File: src/rtl/cpu_pkg.sv
// Shared definitions for the CPU sequencer: opcodes, phase state encodings
// and the strobe bundle that the decoder produces.
// Pure types and constants; no logic.
package cpu_pkg;

  localparam logic [2:0] OP_HLT = 3'd0;
  localparam logic [2:0] OP_SKZ = 3'd1;
  localparam logic [2:0] OP_ADD = 3'd2;
  localparam logic [2:0] OP_AND = 3'd3;
  localparam logic [2:0] OP_XOR = 3'd4;
  localparam logic [2:0] OP_LDA = 3'd5;
  localparam logic [2:0] OP_STO = 3'd6;
  localparam logic [2:0] OP_JMP = 3'd7;

  typedef enum logic [3:0] {
    ST_IDLE   = 4'd0,
    ST_S0     = 4'd1,
    ST_S1     = 4'd2,
    ST_S2     = 4'd3,
    ST_S3     = 4'd4,
    ST_S4     = 4'd5,
    ST_S5     = 4'd6,
    ST_S6     = 4'd7,
    ST_S7     = 4'd8,
    ST_HALTED = 4'd9
  } state_t;

  // The seven bus/register strobes driven per phase.
  typedef struct packed {
    logic load_ir;
    logic rd;
    logic wr;
    logic inc_pc;
    logic load_pc;
    logic load_acc;
    logic datactl_ena;
  } strobe_t;

endpackage

File: src/rtl/machine_ctrl_decode.sv
// Phase output decode: maps the state about to be entered (plus opcode and
// zero flag) to the strobes and halt flag that will be registered with it.
// Purely combinational; the caller registers the result alongside the state.
module machine_ctrl_decode
  import cpu_pkg::*;
(
  input  state_t     nxt_state,
  input  logic [2:0] opc,
  input  logic       zero,
  output strobe_t    strb,
  output logic       halt
);

  // Strobes for the phase being entered; everything defaults to idle.
  always_comb begin
    strb = '0;
    halt = 1'b0;
    case (nxt_state)
      ST_S0, ST_S1: begin
        // Two consecutive fetches: hi byte then lo byte.
        strb.rd      = 1'b1;
        strb.load_ir = 1'b1;
        strb.inc_pc  = 1'b1;
      end
      ST_S3: begin
        halt = (opc == OP_HLT);
      end
      ST_S4: begin
        case (opc)
          OP_ADD, OP_AND, OP_XOR, OP_LDA: strb.rd          = 1'b1;
          OP_STO:                         strb.datactl_ena = 1'b1;
          OP_JMP:                         strb.load_pc     = 1'b1;
          default: ;
        endcase
      end
      ST_S5: begin
        case (opc)
          OP_ADD, OP_AND, OP_XOR, OP_LDA: begin
            strb.rd       = 1'b1;
            strb.load_acc = 1'b1;
          end
          OP_STO: begin
            strb.datactl_ena = 1'b1;
            strb.wr          = 1'b1;
          end
          OP_JMP: strb.load_pc = 1'b1;
          OP_SKZ: strb.inc_pc  = zero;
          default: ;
        endcase
      end
      ST_S6: begin
        // Second PC increment of a taken SKZ skips a whole 2-byte instruction.
        case (opc)
          OP_STO: strb.datactl_ena = 1'b1;
          OP_SKZ: strb.inc_pc      = zero;
          default: ;
        endcase
      end
      ST_HALTED: begin
        halt = 1'b1;
      end
      default: ;
    endcase
  end

endmodule

File: src/rtl/machine_ctrl.sv
// CPU main sequencer: fixed 8-phase cycle per instruction with registered strobes.
// Outputs change on the edge that enters a phase and hold for that one cycle.
// ENA low abandons the current instruction and returns to IDLE on the next edge.
module machine_ctrl
  import cpu_pkg::*;
#(
  parameter int OPC_W       = 3,
  parameter int CNT_W       = 16,
  parameter int HALT_STICKY = 1
) (
  input  logic             CLK,
  input  logic             RST_N,
  input  logic             ENA,
  input  logic [OPC_W-1:0] OPCODE,
  input  logic             ZERO,
  output logic             LOAD_IR,
  output logic             RD,
  output logic             WR,
  output logic             INC_PC,
  output logic             LOAD_PC,
  output logic             LOAD_ACC,
  output logic             DATACTL_ENA,
  output logic             HALT,
  output logic [CNT_W-1:0] INSTR_CNT
);

  state_t           state;
  state_t           state_nxt;
  strobe_t          strb_d;
  strobe_t          strb_q;
  logic             halt_d;
  logic             halt_q;
  logic [2:0]       opc;
  logic [CNT_W-1:0] cnt;

  assign opc = OPCODE[2:0];

  // Next-phase selection; any unknown encoding falls back to IDLE.
  always_comb begin
    state_nxt = ST_IDLE;
    case (state)
      ST_IDLE: state_nxt = ENA ? ST_S0 : ST_IDLE;
      ST_S0:   state_nxt = ENA ? ST_S1 : ST_IDLE;
      ST_S1:   state_nxt = ENA ? ST_S2 : ST_IDLE;
      ST_S2:   state_nxt = ENA ? ST_S3 : ST_IDLE;
      ST_S3: begin
        if (!ENA)
          state_nxt = ST_IDLE;
        else if ((HALT_STICKY != 0) && (opc == OP_HLT))
          state_nxt = ST_HALTED;
        else
          state_nxt = ST_S4;
      end
      ST_S4:     state_nxt = ENA ? ST_S5 : ST_IDLE;
      ST_S5:     state_nxt = ENA ? ST_S6 : ST_IDLE;
      ST_S6:     state_nxt = ENA ? ST_S7 : ST_IDLE;
      ST_S7:     state_nxt = ENA ? ST_S0 : ST_IDLE;
      ST_HALTED: state_nxt = ST_HALTED;
      default:   state_nxt = ST_IDLE;
    endcase
  end

  machine_ctrl_decode u_decode (
    .nxt_state (state_nxt),
    .opc       (opc),
    .zero      (ZERO),
    .strb      (strb_d),
    .halt      (halt_d)
  );

  // State, strobes and retired count advance together on each edge.
  always_ff @(posedge CLK) begin
    if (!RST_N) begin
      state  <= ST_IDLE;
      strb_q <= '0;
      halt_q <= 1'b0;
      cnt    <= '0;
    end else begin
      state  <= state_nxt;
      strb_q <= strb_d;
      halt_q <= halt_d;
      // Only a completed S7 -> S0 wrap retires an instruction.
      if ((state == ST_S7) && (state_nxt == ST_S0))
        cnt <= cnt + CNT_W'(1);
    end
  end

  assign LOAD_IR     = strb_q.load_ir;
  assign RD          = strb_q.rd;
  assign WR          = strb_q.wr;
  assign INC_PC      = strb_q.inc_pc;
  assign LOAD_PC     = strb_q.load_pc;
  assign LOAD_ACC    = strb_q.load_acc;
  assign DATACTL_ENA = strb_q.datactl_ena;
  assign HALT        = halt_q;
  assign INSTR_CNT   = cnt;

endmodule
File: config.mk
export PLATFORM = sky130hd
export DESIGN_NAME = machine_ctrl
export DESIGN_NICKNAME = d
export VERILOG_FILES = /design/src/rtl/cpu_pkg.sv /design/src/rtl/machine_ctrl_decode.sv /design/src/rtl/machine_ctrl.sv
export SDC_FILE = /design/constraint.sdc
export NUM_CORES = 1
export LEC_CHECK = 0
export CAP_MARGIN = 10
export CORE_MARGIN = 3
export CORE_UTILIZATION = 49
export DETAILED_ROUTE_END_ITERATION = 10
export GPL_ROUTABILITY_DRIVEN = 1
export PLACE_DENSITY_LB_ADDON = 0.25
export SLEW_MARGIN = 15
export SYNTH_ARGS = -nofsm -noshare
export SYNTH_HDL_FRONTEND = slang
export SYNTH_SLANG_ARGS = --single-unit
File: constraint.sdc
create_clock -name CLK -period 2.3 [get_ports CLK]
set_clock_uncertainty 0.1 [all_clocks]
set_input_delay 0.23 -clock CLK [delete_from_list [all_inputs] [get_ports CLK]]
set_output_delay 0.23 -clock CLK [all_outputs]
set_load 0.05 [all_outputs]
==> impl_results.md <==
- Yosys warns: 0
- Largest register FFs: 16
- DRC viols: 0
- Fin crit share: 85.1%
- RSZ-0062 raised after global routing: false
- Die Ht: 58.5 microns
- WL final: approximately 2.8 mm
- Core Region: 0.00254 sq mm
- Vias in the first global route: between 1000 and 1500
- CTS root buf: clkbuf_4
- Area occupied by multi-input gates: 736 sq um
- TritonCTS clock tree: done
- CTS sink cnt: 28
- Final slew viol count: 0
- Fillers: 216
- Clock Tree Buf Depth: 2
- Diodes inserted: 0
- Worst-path clk slew: 0.15 ns
- Max-slew headroom: 64.4%
- Routed Antenna Nets: 0
- Worst Path Arrival: ~1.6 ns
- Crit path largest cell delay: approximately 0.84 ns
- Max FO, Critical Path: 7
- Hold Buf Count CTS: 0
- HPWL after DPL: 2.15 mm
- Sequential fraction of the synthesis area: 41.4%
- Postcts setup bufs: 0
- Post-cts repair resize count: 0
- Synth async-reset ratio: 0%
- Iter 0 DRT Violations: 55
- Area of the die: 0.00343 sq mm
- MaxCap Viol Count: 0
- Crit-path cells: clkdlybuf4s50_1
- Mean Syn Cell Area: 8.84 sq um
- Reg area: 561 sq um
- Drt wl/cell: 13.3 microns
- Peak VDD IR: between 0.4 and 0.5 mV
- Largest cells by area after synthesis: dfxtp_1, xnor2_1, nor2_1, nand2_1, mux2i_1
- Setup tns final: 0 ns
- Detailed Routing Iterations Pass 1: 4
- Kind of critical path: register to primary output
- NumNets Final: 190
- PD cells: 519 mW/mm^2
- Most frequent cells after synthesis: dfxtp_1, nor2_1, nand2_1
- Tot GR Track Use: 17.8%
- Num CTS Buffers: 3
- Row cnt: 18
- Placer congestion estimate: 0.822
- Top_reg_cell synth: dfxtp_1
- Status: completed
- First-pass GRT wire length: 4.75 mm
- Die Wd: 58.5 microns
- Setup-failing EPs final: 0
- H-tree lvl count: 1
- Final Hold Fails: 0
- Total number of vias: 1165
- Setup crit end kind: primary output
- Initial core utilization: 53.1%
- Syn_nets: roughly 160
- Post-Synthesis Cells: 153
- Crit path time final: 1.96 ns
- Vias per Instance: 5.52
- Worst hold-check path type: primary input to register
- Yosys reg bits: 28
- I/O pins: 31
- Share of cells above drive strength 1: 5.52%
- EDFF count, synth: 0
- Buffers on Ports: 30
- Initial antenna violation count: 0
- Largest net degree at the start of global routing: 17
- Leakage power: 0.000662 uW
- Fmax: 511 MHz
- Worst Tran Pin Value: 0.532 ns
- Later-pin clock latency in the skew report: 0.33 ns
- Cell family with most CP delay: buffers and inverters
- Worst setup SP type: register
- Synth top area share: 41.4%
- Synthesized area: 0.00135 sq mm
- Synthesis-to-finish area growth: 26.9%
- Slowest CP cell: clkdlybuf4s50_1
- Tot Pwr: just under 900 uW
- Most frequent cell after synthesis: dfxtp_1
- Grt ovf: 0
- Required time worst endpoint: 1.97 ns
- Cell taking the most area after synthesis: dfxtp_1
- Post-synth cell types: 38
- CP Buf/Inv Count: 1
path summary, 6_finish.rpt:
kind,slack [ns],startpoint,cells past startpoint,end
worst max-delay path,0.34,INSTR_CNT[11],1,INSTR_CNT[11]
worst min-delay path,0.38,ZERO,3,INC_PC
worst max register to register,0.39,state[3],4,INSTR_CNT[15]
worst min register to register,0.40,INSTR_CNT[15],2,INSTR_CNT[15]
final cells by class:
| cell class | instances | share of cell area (%) |
|---|---|---|
| Multi-Input combinational cell | 113 | 42.9 |
| Sequential cell | 28 | 32.7 |
| Timing Repair Buffer | 32 | 18.4 |
| Tap cell | 30 | 2.19 |
| Clock inverter | 1 | 1.75 |
| Clock buffer | 3 | 1.31 |
| Inverter | 4 | 0.875 |
tightest hold or removal path: stages:
cell and delay, ns:
clkdlybuf4s50_1 0.40, nand4_1 0.09, o21bai_1 0.06
through the flow:
step                hold WS [ns]  cells  setup slack [ns]  area, sq um  util, %
floorplan                  0.208    153             0.178         1350        -
global placement           0.360    207             0.371         1660     65.4
detailed placement         0.376    207             0.331         1660     65.4
CTS                        0.363    211             0.331         1720     67.5
global route               0.372    211             0.268         1720     67.5
finish                     0.378    211             0.342         1720     67.5
cells by family after synthesis:
family | Yosys count | share of synthesized area (%)
AOI/OAI and AO/OA | 18 | 8.60
buffers and inverters | 12 | 4.16
DFF | 28 | 41.4
adders and majority gates | 1 | 0.925
muxes | 5 | 3.70
xor gates and xnor gates | 11 | 7.12
and+or+nand+nor | 78 | 34.0
routing by layer:
layer / up-vias / routed length (microns) / GRT usage, %
met1: 551 / 1180 / 19.8
met3: 4 / 77 / 2.63
met4: 0 / 32 / 7.28
met5: - / 0 / 0
li1: 590 / - / -
met2: 20 / 1520 / 33.3
cells in the final DEF (no fill, tap or decap), types with 2 or more instances in the layout:
cell and n:
nor3_1 7, nor2b_1 4, nand4_1 6, o21bai_1 2, mux2i_1 5, nor2_1 16, buf_4 2, xnor2_1 10
clkdlybuf4s50_1 30, a21oi_1 6, nor4_1 5, o21ai_0 3, and2b_1 2, clkbuf_4 3, nand2b_1 4, and3_1 3
nand3_1 7, nand2_1 14, inv_1 4, or3_1 2, dfxtp_1 28
where the power goes:
group          switching, uW  total, uW  internal (uW)  leakage (uW)
clock network            142        318            176     0.0000279
logic                   41.8       73.5           31.8      0.000408
registers               8.50        499            491      0.000227
total                    192        891            699      0.000662
(Power assumes the default switching activity.)
